File: config.mk
export PLATFORM = sky130hd
export DESIGN_NAME = evr_v1_dbuff_reader
export DESIGN_NICKNAME = d
export VERILOG_FILES = /design/src/rtl/evr_v1_dbuff_reader.sv
export SDC_FILE = /design/constraint.sdc
export NUM_CORES = 1
export LEC_CHECK = 0
export ABC_AREA = 1
export CAP_MARGIN = 10
export CORE_UTILIZATION = 55
export DETAILED_ROUTE_END_ITERATION = 10
export PLACE_DENSITY_LB_ADDON = 0.3
export SLEW_MARGIN = 5
export SYNTH_ARGS = -nofsm -noshare
export SYNTH_HDL_FRONTEND = slang
export SYNTH_SLANG_ARGS = --single-unit
File: constraint.sdc
create_clock -name Clock -period 4.95 [get_ports Clock]
set_clock_uncertainty 0.2 [all_clocks]
set_input_delay 0.99 -clock Clock [delete_from_list [all_inputs] [get_ports Clock]]
set_output_delay 0.99 -clock Clock [all_outputs]
set_load 0.01 [all_outputs]
File: src/rtl/evr_v1_dbuff_reader.sv
`timescale 1ns/1ps
`default_nettype none
// +----------------------------------------------------------------------------+
// | Module  : evr_v1_dbuff_reader                                              |
// | Brief   : Arms the EVR data-buffer decoder, reads each finished frame and  |
// |           emits it as a 32-bit valid/ready stream with SOF/EOF/keep/err.   |
// | Revision: 1.0                                                              |
// +----------------------------------------------------------------------------+
module evr_v1_dbuff_reader #(
  parameter int ENA_HOLD = 4,
  parameter int DROP_BAD = 0
) (
  input  logic        Clock,
  input  logic        ResetN,
  input  logic        enable,
  input  logic        dbrdy,
  input  logic        dbcs,
  input  logic [11:0] rxSize,
  input  logic [31:0] dataBuffOut,
  output logic        dben,
  output logic        dbena,
  output logic [8:0]  dbRdAddr,
  output logic [31:0] m_data,
  output logic [3:0]  m_keep,
  output logic        m_valid,
  input  logic        m_ready,
  output logic        m_sof,
  output logic        m_eof,
  output logic        m_err,
  output logic [15:0] frameCnt,
  output logic [15:0] errCnt,
  output logic        busy
);

  localparam int HOLD_W = (ENA_HOLD > 2) ? $clog2(ENA_HOLD) : 1;
  localparam logic [HOLD_W-1:0] c_HOLD_INIT = HOLD_W'(ENA_HOLD - 1);

  localparam logic [2:0] c_ST_DISABLED = 3'd0;
  localparam logic [2:0] c_ST_ARM      = 3'd1;
  localparam logic [2:0] c_ST_WAIT     = 3'd2;
  localparam logic [2:0] c_ST_READ     = 3'd3;
  localparam logic [2:0] c_ST_DRAIN    = 3'd4;

  logic [2:0]        r_state;
  logic [2:0]        w_next;
  logic [HOLD_W-1:0] r_hold;
  logic              r_dben;
  logic [8:0]        r_addr;
  logic              r_d;
  logic [8:0]        r_d_idx;
  logic [9:0]        r_nw;
  logic [1:0]        r_rem;
  logic              r_err;
  logic              r_vld0;
  logic              r_vld1;
  logic [38:0]       r_ent0;
  logic [38:0]       r_ent1;
  logic [15:0]       r_frame_cnt;
  logic [15:0]       r_err_cnt;

  logic [11:0] w_sz;
  logic [9:0]  w_nw;
  logic        w_err_in;
  logic        w_start;
  logic        w_pop;
  logic [1:0]  w_occ;
  logic        w_credit;
  logic        w_issue;
  logic        w_addr_last;
  logic        w_cap_last;
  logic        w_drop;
  logic        w_push;
  logic        w_done;
  logic        w_frame_end;
  logic        w_frame_err;
  logic [3:0]  w_keep_last;
  logic        w_new_eof;
  logic [38:0] w_new;

  assign w_sz     = (rxSize > 12'd2048) ? 12'd2048 : rxSize;
  assign w_nw     = 10'((w_sz + 12'd3) >> 2);
  assign w_err_in = dbcs | (rxSize > 12'd2048);
  assign w_start  = (r_state == c_ST_WAIT) && enable && dbrdy;

  // Head entry of the skid FIFO drives the stream outputs directly
  assign w_pop    = r_vld0 & m_ready;
  assign w_occ    = {1'b0, r_vld0} + {1'b0, r_vld1} + {1'b0, r_d};
  // Outstanding words after this edge may not exceed the two FIFO slots
  assign w_credit = (w_occ <= ({1'b0, w_pop} + 2'd1));
  assign w_issue  = (r_state == c_ST_READ) && w_credit;

  assign w_addr_last = ({1'b0, r_addr}  == (r_nw - 10'd1));
  assign w_cap_last  = ({1'b0, r_d_idx} == (r_nw - 10'd1));

  assign w_drop = (DROP_BAD != 0) && r_err;
  assign w_push = r_d && !w_drop;

  always_comb begin
    w_keep_last = 4'b1111;
    case (r_rem)
      2'd1:    w_keep_last = 4'b1000;
      2'd2:    w_keep_last = 4'b1100;
      2'd3:    w_keep_last = 4'b1110;
      default: w_keep_last = 4'b1111;
    endcase
  end

  assign w_new_eof = w_cap_last;
  assign w_new = {w_new_eof & r_err, w_new_eof, (r_d_idx == 9'd0),
                  (w_new_eof ? w_keep_last : 4'b1111), dataBuffOut};

  assign w_done = w_drop ? (r_d && w_cap_last) : (w_pop && r_ent0[37]);

  assign w_frame_end = (w_start && (w_nw == 10'd0)) ||
                       ((r_state == c_ST_DRAIN) && w_done);
  assign w_frame_err = (r_state == c_ST_WAIT) ? w_err_in : r_err;

  always_ff @(posedge Clock or negedge ResetN) begin
    if (!ResetN) r_state <= c_ST_DISABLED;
    else         r_state <= w_next;
  end

  always_comb begin
    w_next = r_state;
    case (r_state)
      c_ST_DISABLED: if (enable) w_next = c_ST_ARM;
      c_ST_ARM: begin
        if (r_hold == '0) begin
          if (!enable)    w_next = c_ST_DISABLED;
          else if (!dbrdy) w_next = c_ST_WAIT;
        end
      end
      c_ST_WAIT: begin
        if (!enable)    w_next = c_ST_DISABLED;
        else if (dbrdy) w_next = (w_nw == 10'd0) ? c_ST_ARM : c_ST_READ;
      end
      c_ST_READ:  if (w_issue && w_addr_last) w_next = c_ST_DRAIN;
      c_ST_DRAIN: if (w_done) w_next = enable ? c_ST_ARM : c_ST_DISABLED;
      default:    w_next = c_ST_DISABLED;
    endcase
  end

  always_comb begin
    dbena = 1'b0;
    busy  = 1'b0;
    case (r_state)
      c_ST_ARM:   dbena = 1'b1;
      c_ST_READ:  busy  = 1'b1;
      c_ST_DRAIN: busy  = 1'b1;
      default: begin
        dbena = 1'b0;
        busy  = 1'b0;
      end
    endcase
  end

  always_ff @(posedge Clock or negedge ResetN) begin
    if (!ResetN) begin
      r_dben      <= 1'b0;
      r_hold      <= c_HOLD_INIT;
      r_addr      <= '0;
      r_d         <= 1'b0;
      r_d_idx     <= '0;
      r_nw        <= '0;
      r_rem       <= '0;
      r_err       <= 1'b0;
      r_vld0      <= 1'b0;
      r_vld1      <= 1'b0;
      r_ent0      <= '0;
      r_ent1      <= '0;
      r_frame_cnt <= '0;
      r_err_cnt   <= '0;
    end else begin
      r_dben <= enable;

      if (r_state != c_ST_ARM) r_hold <= c_HOLD_INIT;
      else if (r_hold != '0)   r_hold <= r_hold - 1'b1;

      if (w_start) begin
        r_nw  <= w_nw;
        r_rem <= rxSize[1:0];
        r_err <= w_err_in;
      end

      if (r_state == c_ST_WAIT)        r_addr <= '0;
      else if (w_issue && !w_addr_last) r_addr <= r_addr + 9'd1;

      r_d <= w_issue;
      if (w_issue) r_d_idx <= r_addr;

      if (w_pop) begin
        if (r_vld1) begin
          r_ent0 <= r_ent1;
          r_vld1 <= w_push;
          if (w_push) r_ent1 <= w_new;
        end else if (w_push) begin
          r_ent0 <= w_new;
        end else begin
          r_vld0 <= 1'b0;
        end
      end else if (w_push) begin
        if (!r_vld0) begin
          r_vld0 <= 1'b1;
          r_ent0 <= w_new;
        end else begin
          r_vld1 <= 1'b1;
          r_ent1 <= w_new;
        end
      end

      if (w_frame_end) begin
        r_frame_cnt <= r_frame_cnt + 16'd1;
        if (w_frame_err) r_err_cnt <= r_err_cnt + 16'd1;
      end
    end
  end

  assign dben     = r_dben;
  assign dbRdAddr = r_addr;
  assign m_valid  = r_vld0;
  assign m_data   = r_ent0[31:0];
  assign m_keep   = r_ent0[35:32];
  assign m_sof    = r_ent0[36];
  assign m_eof    = r_ent0[37];
  assign m_err    = r_ent0[38];
  assign frameCnt = r_frame_cnt;
  assign errCnt   = r_err_cnt;

endmodule
`default_nettype wire

==> impl_metrics.csv, run 1 <==
group,metric,value,unit
run_status,status,"completed",
floorplan,num_rows,42,
clock_tree,h-tree-depth,4,
hold_path,holdCritPathClass,"reg2reg",
place,post-place-ws,0.962,ns
grt,met1_usage,0.370,
routing,antenna_left,0,
logic_synthesis,synth_seq_area_share,0.496,
timing,clock.fmax,280,MHz
timing,fin_crit,3.57,ns
logic_synthesis,synth_warnings,0,
floorplan,core_area,0.0133,mm2
job,max_cap_violations,0,
clock_tree,numCtsBuffers,17,
clock_tree,cts_tree,"built",
timing,setup_slack,1.38,ns
timing,period_share,0.721,
clock_tree,cts_root_buf,"clkbuf_16",
clock_tree,clk_pin_slew,0.06,ns
logic_synthesis,netlist_instances,951,
logic_synthesis,ys_types,37,
routing,wl_per_cell,14.1,um
timing,fin_tns_setup,0,ns
logic_synthesis,synth-seq-cells,150,
logic_synthesis,synth_area_leader_cell,"dfrtp_1",
routing,drt_iter0_drc,574,
logic_synthesis,synth_edf_count,0,
critical_path,critical_path_class,"in2reg",
cells_and_area,nFillCells,1071,
grt,grt_usage,0.265,
grt,met3_usage,0.0522,
timing,hold_viol_final,0,
floorplan,io_pins,134,
critical_path,crit_path_end_kind,"flip-flop",
logic_synthesis,synthesis.area_per_instance,7.96,um2
grt,grt_pass1_wl,30.0,mm
clock_tree,cts-resized-gates,0,
cells_and_area,diodes,0,
critical_path,start_kind,"input pin",
clock_tree,holdBufCountCts,0,
clock_tree,clock_latency,0.43,ns
cells_and_area,fin_nets,1141,
clock_tree,cts.sinks,150,
logic_synthesis,syn_nets,1011,
grt,grt_max_degree,99,
power_and_ir_drop,p_leak,4.60,nW
critical_path,worst_ep_required_time,5.07,ns
routing,drt-total-wl,17.9,mm
cells_and_area,layout-drive-gt1-share,0.0503,
power_and_ir_drop,max-vdd-ir-drop,282,uV
critical_path,arrival,3.69,ns
floorplan,dieArea,0.0142,mm2
routing,vias,6804,
routing,avgViaCountPerCell,5.36,
power_and_ir_drop,power.total,2.77,mW
logic_synthesis,synth_async_sr_flop_share,1.00,
floorplan,start_util,0.567,
routing,route.detailed.drc,0,
timing,rsz0062_at_grt,"no",
timing,finalSetupViolCount,0,
routing,dr.pass1.iters,7,
timing,slew_headroom,0.235,
grt,grt-ovfl-total,0,
clock_tree,cts_setup_buffers,0,
grt,use_met2,0.415,
floorplan,die_x,119,um
grt,grt_pass1_vias,6288,
timing,worst_pin_slew,1.15,ns
floorplan,dieHeight,119,um
logic_synthesis,dominantRegCellSynth,"dfrtp_1",
timing,slew_viol_final,0,
place,dp.final_hpwl,12.3,mm
power_and_ir_drop,cellPowerDensity,290,mW/mm2
logic_synthesis,synth.cell_area,0.00757,mm2
logic_synthesis,synthTopCellsByArea,"dfrtp_1 (49%), nand2_1 (14%), inv_1 (4.8%)",
cells_and_area,synthToLayoutAreaGrowth,26.3,%
critical_path,critical_path.max_fanout,19,
place,portBuffers,133,
place,routabilityCongestion,0.920,
grt,grt-busiest-layer,"met2",
clock_tree,clockBufferDepth,2,
grt,antenna_found_initial,0,
logic_synthesis,synth_top_cell_area_share,0.489,
worst max-delay path, cell delays in order:
cell	delay, ns
clkdlybuf4s50_1	0.49
nand2_1	0.12
ha_1	0.33
inv_1	0.06
nor2_1	0.03
o21ai_0	0.29
nand2_1	0.40
inv_1	0.25
nand2_1	0.09
nand2_1	0.37
nand3_1	0.13
nand2_1	0.09
nor2_1	0.05
cells by family (layout without fill, tap and decap cells):
group                      after synthesis  in the layout  synth area share
AOI/OAI and AO/OA                      142            142             0.104
xor gates and xnor gates                37             37            0.0428
adders and majority gates               10             10            0.0175
buffers and inverters                  129            271            0.0732
DFF                                    150            150             0.496
and+or+nand+nor                        483            483             0.266
synth_stat cells (2+ instances only):
cell type and n:
buf_8 4, buf_2 2, nor3_1 15, nand2_2 3
ha_1 9, xor2_1 27, nand3_1 63, a21oi_1 32
inv_1 97, nor4_1 5, dfrtp_1 148, nor2_1 88
o211ai_1 3, buf_6 3, dfstp_2 2, or2_2 5
o22ai_1 32, clkbuf_1 20, xnor2_1 10, nor2_2 2
nand4_1 14, o21ai_0 66, a211oi_1 2, clkinv_1 2
nand3_2 3, nand2_1 283
metal layers:
| metal | wire length [um] | vias to the layer above |
|---|---|---|
| li1 | - | 3348 |
| met1 | 8240 | 3198 |
| met2 | 8260 | 228 |
| met3 | 1030 | 30 |
| met4 | 362 | 0 |
| met5 | 0 | - |
stage by stage:
stage	cell area (um2)	cells	hold slack, ns	utilization
final	9560	1269	0.270	0.716
after global routing	9560	1269	0.293	0.716
after CTS	9560	1269	0.273	0.716
after detailed placement	8990	1238	0.259	0.674
after global placement	8990	1238	0.253	0.674
after floorplan	7570	951	0.240	-
cell type report:
cell class / count / area [um2] / share of cell area
Inverter: 100 / 375 / 0.0393
Sequential cell: 150 / 3760 / 0.393
Multi-Input combinational cell: 672 / 3260 / 0.341
Tap cell: 176 / 220 / 0.0230
Clock buffer: 23 / 488 / 0.0511
Clock inverter: 8 / 73.8 / 0.00772
Timing Repair Buffer: 140 / 1390 / 0.145
final timing paths:
| kind | startpoint | end | slack [ns] | cells past startpoint |
|---|---|---|---|---|
| max | m_ready | dbRdAddr[2] | 1.38 | 13 |
| min | r_ent1[20] | r_ent1[20] | 0.27 | 2 |
| max reg2reg | r_state[0] | frameCnt[1] | 1.60 | 11 |
| min reg2reg | r_ent1[20] | r_ent1[20] | 0.27 | 2 |
| max in group asynchronous | ResetN | r_hold[0] | 3.12 | 2 |
| min in group asynchronous | ResetN | r_ent1[13] | 0.42 | 1 |
cell usage in the layout (no fill, tap or decap), types with 14 or more instances in the layout:
| master | instances |
|---|---|
| nand2_1 | 283 |
| inv_1 | 97 |
| nand4_1 | 14 |
| nand3_1 | 63 |
| o22ai_1 | 32 |
| dfrtp_1 | 148 |
| o21ai_0 | 66 |
| xor2_1 | 27 |
| a21oi_1 | 32 |
| nor3_1 | 15 |
| nor2_1 | 88 |
| clkbuf_16 | 17 |
| clkdlybuf4s50_1 | 132 |
power breakdown:
group / internal [mW] / total (mW) / switching (mW) / leakage [nW]
Clock: 0.738 / 1.22 / 0.484 / 0.275
Sequential: 1.27 / 1.29 / 0.0250 / 1.96
Combinational: 0.136 / 0.259 / 0.124 / 2.37
Total: 2.14 / 2.77 / 0.632 / 4.60
sequential cells by signal, summed over array words and instances (netlist names):
signal,count
m_valid,1
dbRdAddr,9
r_err,1
frameCnt,16
errCnt,16
r_vld1,1
r_nw,10
r_ent0,39
r_d,1
dben,1
r_hold,2
r_rem,2
r_state,3
r_ent1,39
r_d_idx,9
Note: power is estimated with default switching activity, not from simulation.
==> run 2: changes to the inputs <==
CORE_UTILIZATION = 53   (was 55)
clock period = 3.55 ns   (was 4.95 ns; I/O delays follow)
==> impl_metrics.csv, run 2 (synthesis gave the netlist of run 1 again) <==
group,metric,value,unit
critical_path,critical_path_buf_inv_count,2,
hold_path,holdCritPathClass,"in2async",
timing,hold_viol_final,0,
power_and_ir_drop,p_leak,4.68,nW
critical_path,slowest_delay,0.53,ns
clock_tree,clockBufferDepth,2,
critical_path,start_kind,"flip-flop",
routing,drt-total-wl,17.9,mm
clock_tree,numCtsBuffers,17,
routing,dr.pass1.iters,6,
clock_tree,clk_pin_slew,0.06,ns
grt,grt_usage,0.257,
cells_and_area,stdcell_area,0.00974,mm2
critical_path,path_cells,"inv_1, nor3_1, or2_2, clkdlybuf4s50_1",
floorplan,num_rows,43,
critical_path,cpMaxStageDelayCell,"clkdlybuf4s50_1",
cells_and_area,fin_nets,1148,
routing,avgViaCountPerCell,5.34,
critical_path,cpLargestDelayFamily,"buffers and inverters",
grt,grt-ovfl-total,0,
critical_path,startpoint,"r_state[1]",
cells_and_area,final_common_cell,"nand2_1",
critical_path,critical_path_class,"reg2out",
grt,grt_max_degree,55,
routing,wl_per_cell,14.0,um
timing,worst_pin_slew,1.15,ns
power_and_ir_drop,power.total,4.16,mW
timing,period_share,0.838,
critical_path,critical_path.max_fanout,4,
grt,grt_pass1_vias,6393,
timing,clock.fmax,336,MHz
cells_and_area,biggestRegsByFlops,"r_ent0 (39), r_ent1 (39)",
cells_and_area,fin_util,0.702,
place,dp.final_hpwl,12.3,mm
floorplan,dieHeight,122,um
clock_tree,holdBufCountCts,0,
routing,route.detailed.drc,0,
clock_tree,cts_setup_buffers,0,
cells_and_area,synthToLayoutAreaGrowth,28.7,%
floorplan,io_pins,134,
critical_path,worst_ep_required_time,2.64,ns
routing,vias,6829,
critical_path,crit_path_end_kind,"primary output",
clock_tree,cts.sinks,150,
timing,slew_headroom,0.230,
timing,finalSetupViolCount,0,
clock_tree,cts_tree,"built",
timing,slew_viol_final,0,
floorplan,die_x,122,um
run_status,status,"completed",
power_and_ir_drop,max-vdd-ir-drop,325,uV
floorplan,start_util,0.545,
cells_and_area,diodes,0,
cells_and_area,final_cell_mix,"nand2_1 (283), dfrtp_1 (148), clkdlybuf4s50_1 (132)",
place,portBuffers,133,
grt,grt_pass1_wl,30.1,mm
critical_path,r2r_start,"r_nw[0]",
place,post-place-ws,0.139,ns
timing,fin_tns_setup,0,ns
clock_tree,cts_root_buf,"clkbuf_16",
critical_path,arrival,2.07,ns
clock_tree,clock_latency,0.43,ns
timing,rsz0062_at_grt,"no",
routing,antenna_left,0,
power_and_ir_drop,cellPowerDensity,427,mW/mm2
cells_and_area,layout-drive-gt1-share,0.0582,
clock_tree,cts-resized-gates,0,
timing,fin_crit,2.98,ns
place,routabilityCongestion,0.866,
floorplan,dieArea,0.0148,mm2
floorplan,core_area,0.0139,mm2
job,max_cap_violations,0,
grt,antenna_found_initial,0,
routing,drt_iter0_drc,598,
place,place_area,0.00909,mm2
timing,setup_slack,0.575,ns
clock_tree,h-tree-depth,4,
[run 2: area by class of cell]
class	count	area (um2)
tap	180	225
timing repair buffer	147	1480
clock inverter	14	223
sequential	150	3760
clock buffer	17	425
fill	1115	4140
multi-input combinational	672	3260
inverter	100	375
[run 2: layer usage]
layer | GRT usage | part of all wire
met1 | 0.347 | 0.45
met2 | 0.414 | 0.48
met3 | 0.0503 | 0.054
met4 | 0.0895 | 0.016
met5 | 0 | 0
[run 2: per-stage QoR]
step	hold slack [ns]	cells
floorplan	0.214	951
global placement	0.256	1249
finish	0.0231	1280
detailed placement	0.258	1249
global route	0.0552	1280
CTS	0.0308	1280
[run 2: worst reg2reg max path, cell delays in order, from the launching register on]
cell,delay [ns]
dfrtp_1,0.44
inv_1,0.20
ha_1,0.22
nand2_1,0.08
nor2_1,0.13
nand3_1,0.11
inv_1,0.11
nand2_1,0.07
nand2_1,0.11
nand2_1,0.06
nand2_1,0.06
nand2_1,0.05
nor2_1,0.18
nand3_1,0.12
nand2_1,0.07
nand2_1,0.30
a21oi_1,0.25
nor2_1,0.07
[run 2: final timing paths]
path | endpoint | slack, ns | cells past startpoint
setup / recovery | busy | 0.57 | 4
hold / removal | r_ent0[19] | 0.02 | 1
setup reg to reg | dbRdAddr[3] | 0.63 | 17
hold reg to reg | r_ent1[15] | 0.28 | 2
max in group asynchronous | r_nw[7] | 2.40 | 2
min in group Clock | r_ent1[15] | 0.28 | 2
[run 2: power breakdown]
group          switching (mW)  internal [mW]  leakage [nW]  total, mW
combinational           0.171          0.193          2.41      0.364
sequential             0.0352           1.77          1.96       1.80
clock                   0.740           1.25         0.311       1.99
total                   0.946           3.21          4.68       4.16
==> patch, RTL diff (flow settings as in run 1) <==
Make the reset (`ResetN`) synchronous in 2 clocked blocks.
--- a/src/rtl/evr_v1_dbuff_reader.sv
+++ b/src/rtl/evr_v1_dbuff_reader.sv
@@ -116,5 +116,5 @@
   assign w_frame_err = (r_state == c_ST_WAIT) ? w_err_in : r_err;
 
-  always_ff @(posedge Clock or negedge ResetN) begin
+  always_ff @(posedge Clock) begin
     if (!ResetN) r_state <= c_ST_DISABLED;
     else         r_state <= w_next;
@@ -155,5 +155,5 @@
   end
 
-  always_ff @(posedge Clock or negedge ResetN) begin
+  always_ff @(posedge Clock) begin
     if (!ResetN) begin
       r_dben      <= 1'b0;
Check against the original RTL: differs if ResetN is asserted again (counterexample within 4 cycles, from zero or initial values and one cycle with ResetN low); with ResetN held inactive, the same outputs for 10 cycles.
==> patch against run 1 <==
  * Register-to-register slack gained 130 ps
  * Wire length grew 5.2%
  * Worst hold slack lost 16 ps
  * First-iteration DRC count up 7.7%
  * Area after synthesis decreased by 3.0%
  * Non-clock buffer count increased by 4
  * Critical path depth fell by 3
  * Cell area shrank 2.2%
  * Setup slack got worse by 92 ps
  * Sequential cell count stayed put
Power is not compared: it rests on default switching activity, and its combinational part moved more than twofold at a synthesized area within 25%.
==> patch: results (changes against run 1) <==
Run status
The run finished with clean final reports.

Routing
The met1 layer wirelength in the final routing is 8.71 mm (+5.7%). The ratio of routed vias to standard cells was 5.40 (+0.72%). The met3 routed wirelength is 1.12 mm (+8.6%).

The routed length per instance was 13.9 um (-1.6%). The first-pass iteration count of the detailed router came to 4 (-3). The highest layer touched by signal routing is met4. The DRC violation total after the first TritonRoute iteration came to 618 (+7.7%). The met2 wire length is 8.67 mm (+5.0%).

The total via count after detailed routing came to 7328 (+7.7%).

Place
The number of I/O port buffers is 133 (unchanged). The last weighted congestion value of the routability-driven placer is 0.912 (-0.89%). The detailed placement HPWL is 12.4 mm (+0.39%).

The total instance count after detailed placement is 1326 (+7.1%).

Power
IR analysis of the VDD net gives a maximum drop of 245 uV. In this run the static leakage power is 3.51 nW.

Final layout
The ratio of cells with drive above 1 in the final layout was 5.15% (+0.12 points). The antenna diode count is 0 (unchanged). The largest registers in the layout are r_ent0 (39), r_ent1 (39). The number of nets in the finished design is 1233 (+8.1%).

Logic synthesis
The arithmetic-cell share of the synthesized area counting full adders, half adders and majority gates was 1.81% (+0.053 points). By area the synthesized netlist is led by sky130_fd_sc_hd__dfxtp_1 (41%), sky130_fd_sc_hd__nand2_1 (11%), sky130_fd_sc_hd__nor2_1 (6.8%). The share of synthesized area spent on multiplexers was 0% (unchanged).

The count of yosys warnings during synthesis came to 0 (unchanged). The most instantiated flip-flop cell in the synthesis netlist is sky130_fd_sc_hd__dfxtp_1. The share of flip-flops with an asynchronous set or reset after synthesis is 0% (-100 points). The unique cell type count in the Yosys netlist was 40 (+8.1%). The fraction of the yosys area taken by sequential cells was 40.9% (-8.7 points).

The complex-gate fraction of the synthesized area is 14.5% (+4.1 points). The parity-gate share of the synthesized area counting xor and xnor cells was 4.84% (+0.56 points). Counting instances in the post-synthesis netlist gives the leading cell types as sky130_fd_sc_hd__nand2_1 (224), sky130_fd_sc_hd__dfxtp_1 (150), sky130_fd_sc_hd__nor2_1 (134). The number of instances in the synthesized netlist came to 1059 (+11%).

Clock network
The post-CTS setup repair buffer count is 0 (unchanged). The number of resized instances in the post-cts repair step is 0 (unchanged). The deepest level of the CTS H-tree is 4 (unchanged). At the later pin of the worst-skew pair, clock insertion delay measures 420 ps. The maximum clock path buffer count came to 2 (unchanged). The clock transition at the registers of the reported paths was 60 ps (about the same). The cell chosen for the clock root is sky130_fd_sc_hd__clkbuf_16.

The CTS buffer count is 17 (unchanged).

Global route
The wire length of the first global-routing pass came to 31.2 mm (+4.1%). The pin count of the biggest net entering global routing is 65 (-34%). The all-layer global routing usage is 27.5% (+1.1 points). The via count of the first global-routing pass was 6552 (+4.2%). The initial antenna violation count is 0 (unchanged).

Worst hold path
In this run the worst hold path is classified as flop to flop.

Critical path
The slowest stage of the critical path belongs to the cell sky130_fd_sc_hd__nor2_1. The maximum net fanout on the critical path is 17 (-2). The arrival time of the worst setup path is 3810 ps (+120 ps). The delay of the slowest critical-path stage was 670 ps (+180 ps).

The kind of cell with the highest combined delay on the critical path is simple AND/OR/NAND/NOR gates.

Timing
The headroom to the max-slew limit is 28.9% (+5.4 points).
[patch: changes by cell type after synthesis, sizes merged, moves of 12 or more]
cell	run 1	this run
dfxtp	0	150
nand2	286	228
a21oi	32	76
clkbuf	20	38
inv	98	110
a31oi	0	32
dfrtp	148	0
o22ai	32	0
nor2	90	138
nand3	66	90
[patch: where the power goes]
part / internal (W) / total (W) / leakage, nW / switching (W)
sequential: 0.00126 / 0.00131 / 1.21 / 0.0000485
clock: 0.000821 / 0.00132 / 0.296 / 0.000495
combinational: 0.000222 / 0.000558 / 2.01 / 0.000336
[patch: logic make-up after synthesis]
family                   Yosys count
AO/OA/AOI/OAI                    197
XOR/XNOR                          39
adder cells (fa/ha/maj)           10
buffers and inverters            161
flip-flops                       150
AND/OR/NAND/NOR                  502
[patch: layout make-up]
| type | instances | area [um2] |
|---|---|---|
| Timing Repair Buffer | 144 | 1410 |
| Clock buffer | 25 | 515 |
| Multi-Input combinational cell | 748 | 3690 |
| Fill cell | 1058 | 3480 |
| Tap cell | 172 | 215 |
| Inverter | 112 | 420 |
| Sequential cell | 150 | 3000 |
| Clock inverter | 6 | 90.1 |
[patch: per-stage QoR]
stage                     power (W)  worst slack, ps  cell area (um2)  hold slack (ps)
final                       0.00318             1290             9350              254
after global routing        0.00332              942             9350              282
after CTS                   0.00319             1300             9350              254
after detailed placement    0.00188              878             8740              245
after global placement      0.00187              999             8740              245
after floorplan             0.00169             2050             7340              226
[patch: worst paths after layout]
check,start,to,slack [ps],cells past startpoint
worst max-delay path,m_ready,dbRdAddr[5],1290,10
worst min-delay path,r_ent1[31],r_ent1[31],250,2
worst max register to register,m_valid,dbRdAddr[5],1730,9
worst min register to register,r_ent1[31],r_ent1[31],250,2
[patch: per-layer routing]
metal	vias to the layer above	GRT usage (%)
li1	3693	-
met1	3365	36.2
met2	243	44.7
met3	27	5.91
met4	0	9.62
met5	-	0
[patch: worst min-delay path, cell delays in order (launching register included)]
cell	delay (ps)
sky130_fd_sc_hd__dfxtp_1	300
sky130_fd_sc_hd__inv_1	60
sky130_fd_sc_hd__a21oi_1	50
